File: src/rtl/follower_pkg.sv
// rtl/follower_pkg.sv - shared types and constants for the Follower barcode receiver
package follower_pkg;

    typedef enum logic [2:0] {
        BC_IDLE,
        BC_START_LOW,
        BC_WAIT_FALL,
        BC_BIT_TIME,
        BC_CHECK
    } bc_state_t;

    localparam int BC_TMR_W = 22;

    // Station IDs live in 0..63; a frame with either top bit set is rejected.
    localparam logic [1:0] BC_ID_MASK = 2'b00;

endpackage

File: src/rtl/bc_sync.sv
// rtl/bc_sync.sv - two-flop synchronizer plus previous-value flop and edge detect
module bc_sync (
    input  logic clk,
    input  logic rst,
    input  logic raw,
    output logic sync,
    output logic fall,
    output logic rise
);

    logic meta;
    logic sync_q;
    logic prev;

    // Resync the idle-high line; reset to 1 so leaving reset never looks like an edge.
    always_ff @(posedge clk) begin
        if (rst) begin
            meta   <= 1'b1;
            sync_q <= 1'b1;
            prev   <= 1'b1;
        end else begin
            meta   <= raw;
            sync_q <= meta;
            prev   <= sync_q;
        end
    end

    assign sync = sync_q;
    assign fall = prev & ~sync_q;
    assign rise = ~prev & sync_q;

endmodule

File: src/rtl/barcode_reader.sv
// rtl/barcode_reader.sv - self-calibrating station-ID barcode receiver
module barcode_reader
    import follower_pkg::*;
#(
    parameter int TMR_W = BC_TMR_W
) (
    input  logic       clk,
    input  logic       rst,
    input  logic       BC,
    input  logic       clr_ID_vld,
    output logic [7:0] ID,
    output logic       ID_vld,
    output logic       busy
);

    localparam logic [TMR_W-1:0] TMR_ONE  = {{(TMR_W-1){1'b0}}, 1'b1};
    localparam logic [TMR_W-1:0] TMR_ONES = {TMR_W{1'b1}};

    logic            sync;
    logic            fall;
    logic            rise;

    bc_state_t       state;
    logic [TMR_W-1:0] timer;
    logic [TMR_W-1:0] period;
    logic [2:0]      bit_cnt;
    logic [7:0]      shift_reg;

    // Four bit periods without a falling edge means the frame is lost; computed
    // two bits wider so a large period cannot wrap the limit.
    logic [TMR_W+1:0] lost_lim;
    logic             lost;
    logic             sample_pt;

    assign lost_lim  = {period, 2'b00};
    assign lost      = ({2'b00, timer} >= lost_lim) || (timer == TMR_ONES);
    assign sample_pt = (timer == period - TMR_ONE);

    bc_sync u_sync (
        .clk  (clk),
        .rst  (rst),
        .raw  (BC),
        .sync (sync),
        .fall (fall),
        .rise (rise)
    );

    // Frame FSM: measure the start pulse, then sample each bit one period after its falling edge.
    always_ff @(posedge clk) begin
        if (rst) begin
            state     <= BC_IDLE;
            timer     <= '0;
            period    <= '0;
            bit_cnt   <= '0;
            shift_reg <= '0;
            ID        <= '0;
            ID_vld    <= 1'b0;
            busy      <= 1'b0;
        end else begin
            // A set in CHECK below overrides this clear in the same cycle.
            if (clr_ID_vld) begin
                ID_vld <= 1'b0;
            end

            case (state)
                BC_IDLE: begin
                    if (fall) begin
                        timer <= '0;
                        state <= BC_START_LOW;
                        busy  <= 1'b1;
                    end
                end

                BC_START_LOW: begin
                    if (rise) begin
                        period  <= timer + TMR_ONE;
                        bit_cnt <= '0;
                        timer   <= '0;
                        state   <= BC_WAIT_FALL;
                    end else if (timer == TMR_ONES) begin
                        timer <= '0;
                        state <= BC_IDLE;
                        busy  <= 1'b0;
                    end else begin
                        timer <= timer + TMR_ONE;
                    end
                end

                BC_WAIT_FALL: begin
                    if (fall) begin
                        timer <= '0;
                        state <= BC_BIT_TIME;
                    end else if (lost) begin
                        timer <= '0;
                        state <= BC_IDLE;
                        busy  <= 1'b0;
                    end else begin
                        timer <= timer + TMR_ONE;
                    end
                end

                BC_BIT_TIME: begin
                    if (sample_pt) begin
                        shift_reg <= {shift_reg[6:0], sync};
                        bit_cnt   <= bit_cnt + 3'd1;
                        timer     <= '0;
                        state     <= (bit_cnt == 3'd7) ? BC_CHECK : BC_WAIT_FALL;
                    end else begin
                        timer <= timer + TMR_ONE;
                    end
                end

                BC_CHECK: begin
                    if (shift_reg[7:6] == BC_ID_MASK) begin
                        ID     <= shift_reg;
                        ID_vld <= 1'b1;
                    end
                    state <= BC_IDLE;
                    busy  <= 1'b0;
                end

                default: begin
                    state <= BC_IDLE;
                    busy  <= 1'b0;
                end
            endcase
        end
    end

endmodule
File: config.mk
export PLATFORM = sky130hd
export DESIGN_NAME = barcode_reader
export DESIGN_NICKNAME = d
export VERILOG_FILES = /design/src/rtl/follower_pkg.sv /design/src/rtl/bc_sync.sv /design/src/rtl/barcode_reader.sv
export SDC_FILE = /design/constraint.sdc
export NUM_CORES = 1
export LEC_CHECK = 0
export CAP_MARGIN = 20
export CELL_PAD_IN_SITES_DETAIL_PLACEMENT = 1
export CELL_PAD_IN_SITES_GLOBAL_PLACEMENT = 2
export CORE_MARGIN = 5
export CORE_UTILIZATION = 40
export DETAILED_ROUTE_END_ITERATION = 10
export PLACE_DENSITY_LB_ADDON = 0.1
export SYNTH_ARGS = -nofsm -noshare
export SYNTH_HDL_FRONTEND = slang
export SYNTH_HIERARCHICAL = 1
export SYNTH_SLANG_ARGS = --single-unit
File: constraint.sdc
create_clock -name clk -period 9.9 [get_ports clk]
set_clock_uncertainty 0.05 [all_clocks]
set_input_delay 0.99 -clock clk [delete_from_list [all_inputs] [get_ports clk]]
set_output_delay 0.99 -clock clk [all_outputs]
set_load 0.02 [all_outputs]
==> results of run 1 <==
==> kinds of logic after synthesis <==
group,synth area share (%)
DFF,31.52
adders and majority gates,6.937
AOI/OAI and AO/OA,17.90
buffers and inverters,5.078
and+or+nand+nor,30.13
xor gates and xnor gates,4.856
muxes,3.579
==> layout make-up <==
cell class	count	area share (%)
clock buffers	10	4.797
clock inverters	5	0.5023
inverters	27	2.034
multi-input cells	450	57.51
flip-flops and latches	71	28.53
well taps	140	3.516
repair buffers	17	3.114
==> worst register-to-register path, stage by stage (launching register included) <==
cell	delay, ns
sky130_fd_sc_hd__dfxtp_1	0.48
sky130_fd_sc_hd__inv_1	0.09
sky130_fd_sc_hd__ha_1	0.28
sky130_fd_sc_hd__nand4_1	0.09
sky130_fd_sc_hd__or4_1	0.52
sky130_fd_sc_hd__or3_1	0.44
sky130_fd_sc_hd__a2111oi_0	0.74
sky130_fd_sc_hd__nor4_1	0.23
sky130_fd_sc_hd__a21oi_1	0.28
sky130_fd_sc_hd__a21oi_2	0.25
sky130_fd_sc_hd__and3_1	0.27
sky130_fd_sc_hd__a221o_1	0.25
==> placed cells by master, fill, tap and decap left out, types with 7 or more instances in the layout <==
master                            synthesis  final
sky130_fd_sc_hd__a211oi_1                17     17
sky130_fd_sc_hd__a21oi_1                 22     22
sky130_fd_sc_hd__and2_1                  10     10
sky130_fd_sc_hd__and3_1                   8      8
sky130_fd_sc_hd__clkbuf_16                0      9
sky130_fd_sc_hd__clkdlybuf4s50_1          0     12
sky130_fd_sc_hd__dfxtp_1                 71     71
sky130_fd_sc_hd__ha_1                    25     25
sky130_fd_sc_hd__inv_1                   27     27
sky130_fd_sc_hd__mux2i_1                 15     15
sky130_fd_sc_hd__nand2_1                 60     60
sky130_fd_sc_hd__nand3_1                 18     18
sky130_fd_sc_hd__nand4_1                  9      9
sky130_fd_sc_hd__nor2_1                  83     83
sky130_fd_sc_hd__nor2b_1                 15     15
sky130_fd_sc_hd__nor3_1                  12     12
sky130_fd_sc_hd__nor4_1                   7      7
sky130_fd_sc_hd__o21ai_0                 23     23
sky130_fd_sc_hd__or2_2                   10     10
sky130_fd_sc_hd__xnor2_1                 14     14
sky130_fd_sc_hd__xor2_1                  11     11
==> metal layers <==
metal	track usage [%]	part of all wire (%)
met4	6.187	1.6
met5	0	0
met1	27.11	49
met3	3.834	2.9
met2	32.76	46
==> final timing paths <==
| path | startpoint | end | slack, ns | cells past startpoint |
|---|---|---|---|---|
| hold / removal | u_sync/meta | u_sync/sync | 0.36 | 1 |
| hold reg to reg | u_sync/meta | u_sync/sync | 0.36 | 1 |
| setup reg to reg | period[14] | timer[7] | 5.83 | 11 |
| setup / recovery | period[14] | timer[7] | 5.83 | 11 |
==> power by group through the flow <==
stage | Clock (mW) | Combinational [mW] | Sequential [mW]
floorplan | 0 | 0.0225 | 0.295
global placement | 0 | 0.0305 | 0.296
detailed placement | 0 | 0.0313 | 0.297
CTS | 0.295 | 0.0314 | 0.290
global route | 0.311 | 0.0348 | 0.291
finish | 0.290 | 0.0308 | 0.290
==> stage by stage <==
step / utilization [%] / power [mW] / cell area [um^2] / hold slack (ns) / setup WS (ns)
3_3_place_gp: 43.08 / 0.3270 / 4711 / 0.3410 / 6.021
3_5_place_dp: 43.08 / 0.3279 / 4711 / 0.3424 / 5.863
6_report: 45.56 / 0.6111 / 4982 / 0.3611 / 5.833
4_1_cts: 45.49 / 0.6169 / 4975 / 0.3612 / 5.840
2_1_floorplan: - / 0.3178 / 4509 / 0.3332 / 6.464
5_1_grt: 45.56 / 0.6361 / 4982 / 0.3971 / 5.688
==> summary.txt, run 1 <==
Status
  – Result of the run: finished, final reports clean

Timing
  – Max frequency: 245.9 MHz
  – Sum of negative setup slack: 0 ns
  – Final period util: 41.08%
  – Final-report max-slew violation count: 0
  – Total count of hold-check failures in the final report: 0
  – Total of endpoints with negative setup slack in the final report: 0
  – Final critical path time including I/O delays and setup: 4.067 ns
  – RSZ-0062 raised after global routing: false
  – Headroom to the max-slew limit: between 40% and 50%
  – Tightest Pin Transition: 0.8298 ns

Critical path
  – List of cells traversed by the critical path: inv_1 -> ha_1 -> nand4_1 -> or4_1 -> or3_1 -> a2111oi_0 -> nor4_1 -> a21oi_1 -> a21oi_2 -> and3_1 -> a221o_1
  – Startpoint Class: flip-flop
  – Slowest cell on the critical path: sky130_fd_sc_hd__a2111oi_0
  – Critical Path Max Stage Delay: 0.74 ns
  – Kind of end point of the critical path: flip-flop
  – Crit path arrival time: 4.24 ns
  – Combined buffer and inverter count along the critical path: 1
  – Worst path top cell family by delay: simple AND/OR/NAND/NOR gates
  – Data required time at the worst endpoint: 10.07 ns
  – Critical path class: reg -> reg
  – Top fanout value on the critical path: 19

Finish
  – Sequential cell area: between 0.001 and 0.0015 mm^2
  – Final standard cell count with taps included and fillers excluded: 720
  – Net count, final: between 600 and 700
  – Share of cells above drive strength 1: 7.241%
  – Registers with the most flip-flops: period x22, timer x22
  – Signed area change from the synthesized netlist to the final layout: 10.49%
  – Area of the multi-input gates: about 0.0029 mm^2
  – Number of filler cells placed in the layout: about 1400
  – Antenna diode instance count: 0

Placed design
  – Number of instances in the placed design: 704
  – Port bufs: 13
  – GP Congestion: 0.8322
  – Dpl hpwl: 9.764 mm

Power and ir drop
  – P_sw: 0.1400 mW
  – Pwr dens: 122.6 mW/mm^2
  – Fraction of power consumed by sequential logic: approximately 48%
  – Internal power: 0.4710 mW
  – Clk pwr share: around 47%
  – Net switching fraction of the power: 22.92%
  – Lkg Pwr: between 2 and 2.5 nW
  – Largest voltage drop on the vdd net: between 0.00009 and 0.0001 V
  – Logic pwr share: about 5%

Synthesis
  – Ranking of synthesized cells by area: sky130_fd_sc_hd__dfxtp_1, sky130_fd_sc_hd__ha_1, sky130_fd_sc_hd__nor2_1
  – Syn_nets: 610
  – Sequential-to-total area share from yosys stat: 31.52%
  – Number of enable flip-flop cells after synthesis: 0
  – Portion of synthesized cell area occupied by the leading cell type: about a third
  – Number of unique standard cell types used by synthesis: 64
  – Flip-flop cell with the highest count after synthesis: sky130_fd_sc_hd__dfxtp_1
  – Syn Std Cell Area: 0.004509 mm^2
  – Flop and latch count out of synthesis: 71
  – Yosys synthesis warning count: 6
  – Share of async-settable or async-resettable flops after synthesis: 0%
  – Mean cell area of the mapped netlist: 7.761 um^2
  – Most numerous cell in the Yosys netlist: sky130_fd_sc_hd__nor2_1
  – Cell count after synthesis: 581
  – Commonest cells post-synth: sky130_fd_sc_hd__nor2_1, sky130_fd_sc_hd__dfxtp_1, sky130_fd_sc_hd__nand2_1
  – Most area-hungry cell type in the Yosys netlist: sky130_fd_sc_hd__dfxtp_1

CTS
  – Number of clock buffers inserted by TritonCTS: 9
  – TritonCTS clock tree: built
  – Clk pin slew, worst setup/hold paths: approximately 0.050 ns
  – Clock H-tree levels: 3
  – Number of buffers added to fix hold violations after cts: 0
  – Number of setup buffers added after CTS: 0
  – Root buffer cell: sky130_fd_sc_hd__clkbuf_16
  – Maximum buffer depth of the clock tree: 2
  – Worst-Skew Late Latency: 0.33 ns
  – Cts repair resizes: 0
  – Number of clock sinks seen by CTS: 71

Die
  – Core Region: between 0.01 and 0.015 mm^2
  – Die X-Extent: 116.2 um
  – Number of rows in the core area: 38
  – I/O pin count: 14
  – Starting Density: 41.24%
  – Die height: 116.2 um
  – Die ar.: 0.01350 mm^2

Drt
  – Pre-antenna DRT Iters: 4
  – Number of nets with antenna violations after routing: 0
  – Total vias in the final route: 4097
  – Wirelength per Cell: 17.43 um
  – Vias per cell: 5.690
  – Routed Wire Length: 12.55 mm
  – Starting DRC count in detailed routing: 159
  – Post-detailed-route DRC marker count: 0

Flow run
  – Max-capacitance violation count: 0

GRT
  – GRT overflow: 0
  – Number of global-route vias before repair: between 4000 and 5000
  – First-pass GRT wire length: approximately 21 mm
  – Antenna violations before repair: 0
  – Global router's overall resource usage: approximately 20%
  – Maximum number of pins on one net before global-route repair: 41

Worst hold path
  – Path category of the worst min-delay check: reg -> reg
Power figures use the tool's default switching activity.
==> run 2, diff against run 1 <==
--- a/config.mk
+++ b/config.mk
@@ -9,7 +9,7 @@
 export CELL_PAD_IN_SITES_DETAIL_PLACEMENT = 1
 export CELL_PAD_IN_SITES_GLOBAL_PLACEMENT = 2
 export CORE_MARGIN = 5
-export CORE_UTILIZATION = 40
+export CORE_UTILIZATION = 37
 export DETAILED_ROUTE_END_ITERATION = 10
 export PLACE_DENSITY_LB_ADDON = 0.1
 export SYNTH_ARGS = -nofsm -noshare
==> constraint.sdc (replaced) <==
create_clock -name clk -period 4 [get_ports clk]
set_clock_uncertainty 0.05 [all_clocks]
set_input_delay 0.4 -clock clk [delete_from_list [all_inputs] [get_ports clk]]
set_output_delay 0.4 -clock clk [all_outputs]
set_load 0.02 [all_outputs]
==> run 2 against run 1 <==
  * Fmax rose by 6.8%
  * Core utilization is 1.8 points lower
  * Sequential power grew 150%
  * Largest power group is now the clock network
  * Highest routed layer unchanged
  * Via count up 1.0%
  * Die area is 7.4% higher
  * Critical path type unchanged
  * Flip-flop and latch count did not move
==> summary.txt, run 2 (synthesized netlist as in run 1, its figures left out) <==
CTS
  – Root buffer cell: sky130_fd_sc_hd__clkbuf_16
  – Worst-Skew Late Latency: 0.33 ns (about the same)
  – Clk pin slew, worst setup/hold paths: 0.06 ns (about the same)
  – Maximum buffer depth of the clock tree: 2 (unchanged)
  – TritonCTS clock tree: built
  – Number of clock buffers inserted by TritonCTS: 9 (unchanged)
  – Clock H-tree levels: 3 (unchanged)
  – Number of buffers added to fix hold violations after cts: 0 (unchanged)
  – Number of clock sinks seen by CTS: 71 (unchanged)

Timing
  – Final period util: 95.17% (+54 points)
  – RSZ-0062 raised after global routing: false
  – Max frequency: 262.7 MHz (+6.8%)
  – Headroom to the max-slew limit: 34.97% (-8.3 points)
  – Total count of hold-check failures in the final report: 0 (unchanged)
  – Tightest Pin Transition: 0.9665 ns (+0.1368 ns)
  – Final critical path time including I/O delays and setup: 3.807 ns (-0.2599 ns)
  – Total of endpoints with negative setup slack in the final report: 0 (unchanged)
  – Final-report max-slew violation count: 0 (unchanged)

Finish
  – Sequential cell area: 0.001421 mm^2 (unchanged)
  – Antenna diode instance count: 0 (unchanged)
  – Leading cell type in the layout, fill and taps excluded: sky130_fd_sc_hd__nor2_1
  – Final core area utilization: 43.73% (-1.8 points)
  – Registers with the most flip-flops: period x22, timer x22
  – Signed area change from the synthesized netlist to the final layout: 16.01%
  – Net count, final: 627 (+3.6%)
  – Area of the multi-input gates: 0.002890 mm^2 (+0.87%)
  – Most frequent cells in the layout: sky130_fd_sc_hd__nor2_1, sky130_fd_sc_hd__dfxtp_1, sky130_fd_sc_hd__nand2_1
  – Number of filler cells placed in the layout: 1459 (+7.8%)
  – Share of cells above drive strength 1: 10.78% (+3.5 points)

GRT
  – Global router's overall resource usage: 19.04% (-1.1 points)
  – First-pass GRT wire length: 22.09 mm (+3.0%)
  – Maximum number of pins on one net before global-route repair: 41 (unchanged)
  – GRT overflow: 0 (unchanged)
  – Number of global-route vias before repair: 4323 (+0.58%)
  – Antenna violations before repair: 0 (unchanged)

Drt
  – Post-detailed-route DRC marker count: 0 (unchanged)
  – Wirelength per Cell: 17.60 um (+0.98%)
  – Routed Wire Length: 13.20 mm (+5.2%)
  – Total vias in the final route: 4140 (+1.0%)
  – Number of nets with antenna violations after routing: 0 (unchanged)
  – Vias per cell: 5.520 (-3.0%)
  – Pre-antenna DRT Iters: 4 (unchanged)
  – Starting DRC count in detailed routing: 180 (+13%)

Power and ir drop
  – Pwr dens: 314.3 mW/mm^2 (+160%)
  – Lkg Pwr: 2.129 nW (+6.2%)
  – Sum of internal, switching and leakage power: 1.644 mW (+170%)
  – Largest voltage drop on the vdd net: 0.0002755 V (+200%)

Die
  – I/O pin count: 14 (unchanged)
  – Core Region: 0.01196 mm^2 (+9.4%)
  – Die height: 120.4 um (+3.6%)
  – Die X-Extent: 120.4 um (+3.6%)
  – Starting Density: 37.70% (-3.5 points)
  – Die ar.: 0.01450 mm^2 (+7.4%)
  – Number of rows in the core area: 40 (+5.3%)

Critical path
  – Top cell by count, worst path: sky130_fd_sc_hd__buf_4
  – Top fanout value on the critical path: 10 (-9)
  – Crit path arrival time: 3.98 ns (-0.26 ns)
  – Startpoint Class: flip-flop
  – Kind of end point of the critical path: flip-flop
  – Critical Path Max Stage Delay: 0.52 ns (-0.22 ns)
  – RR Startpoint: period[14]
  – Worst path top cell family by delay: compound AO/OA/AOI/OAI gates
  – Slowest cell on the critical path: sky130_fd_sc_hd__or4_1
  – Count of cells along the worst register-to-register path: 13 (+2)
  – Data required time at the worst endpoint: 4.18 ns (-5.89 ns)
  – Register-to-Register Setup Slack: 0.19 ns (-5.64 ns)
  – Critical path class: reg -> reg
  – Worst R2R End: timer[13]
  – Combined buffer and inverter count along the critical path: 3 (+2)
  – List of cells traversed by the critical path: inv_1 -> ha_1 -> nand4_1 -> or4_1 -> or3_1 -> a2111oi_1 -> buf_4 -> nor4_1 -> a21oi_2 -> a21oi_4 -> buf_4 -> a21boi_0 -> a21o_1

Placed design
  – Port bufs: 13 (unchanged)
  – GP Congestion: 0.8161 (-1.9%)
  – Dpl hpwl: 10.53 mm (+7.9%)

Worst hold path
  – Hold Path Origin: u_sync/meta
  – Hold Path Sink: u_sync/sync
  – Path category of the worst min-delay check: reg -> reg
  – Count of cells along the worst hold path: 1 (unchanged)

Status
  – Result of the run: finished, final reports clean

Flow run
  – Max-capacitance violation count: 0 (unchanged)
## run 2: cell type report
class                   instances  area share [%]
multi-input cells             450           55.25
flip-flops and latches         71           27.17
repair buffers                 39           6.123
clock buffers                  10           4.377
well taps                     147           3.516
inverters                      27           1.937
clock inverters                 6           1.626
## run 2: what timing repair did
item / 4_1_cts / 5_1_grt
setup endpoints to repair: 5 / 14
gates cloned: 0 / 0
pin swaps: 0 / 1
setup buffers: 0 / 1
gates resized for setup: 1 / 3
## run 2: how the worst max path moves through the flow
stage                     from  cells after the start  slack [ns]        end
floorplan            period[0]                     11        0.56   timer[7]
global placement    period[14]                     13      -0.003  timer[19]
detailed placement  period[14]                     13       -0.04  timer[13]
CTS                 period[14]                     13        0.06  timer[13]
global route        period[14]                     13        0.07  timer[21]
finish              period[14]                     13        0.19  timer[13]
## run 2: through the flow
stage                TNS (ns)  cell area [um^2]  hold WS [ns]  worst slack [ns]  std cells
floorplan                   0              4509        0.3332            0.5639        581
global placement    -0.006465              4885        0.3433         -0.003021        733
detailed placement    -0.1295              4885        0.3465          -0.03762        733
CTS                         0              5200        0.3647           0.05507        749
global route                0              5231        0.3891           0.06700        750
finish                      0              5231        0.3574            0.1932        750
## run 2: layer usage
layer  global-route usage, %  wire length [um]
met3                   2.198               190
met5                       0                 0
met2                   31.23              6059
met4                   5.524               146
met1                   26.33              6806
## run 2: power by group
group / leakage, nW / internal (mW) / switching, mW
clock network: 0.148 / 0.543 / 0.298
logic: 1.41 / 0.0317 / 0.0528
registers: 0.573 / 0.712 / 0.00636
total: 2.13 / 1.29 / 0.357
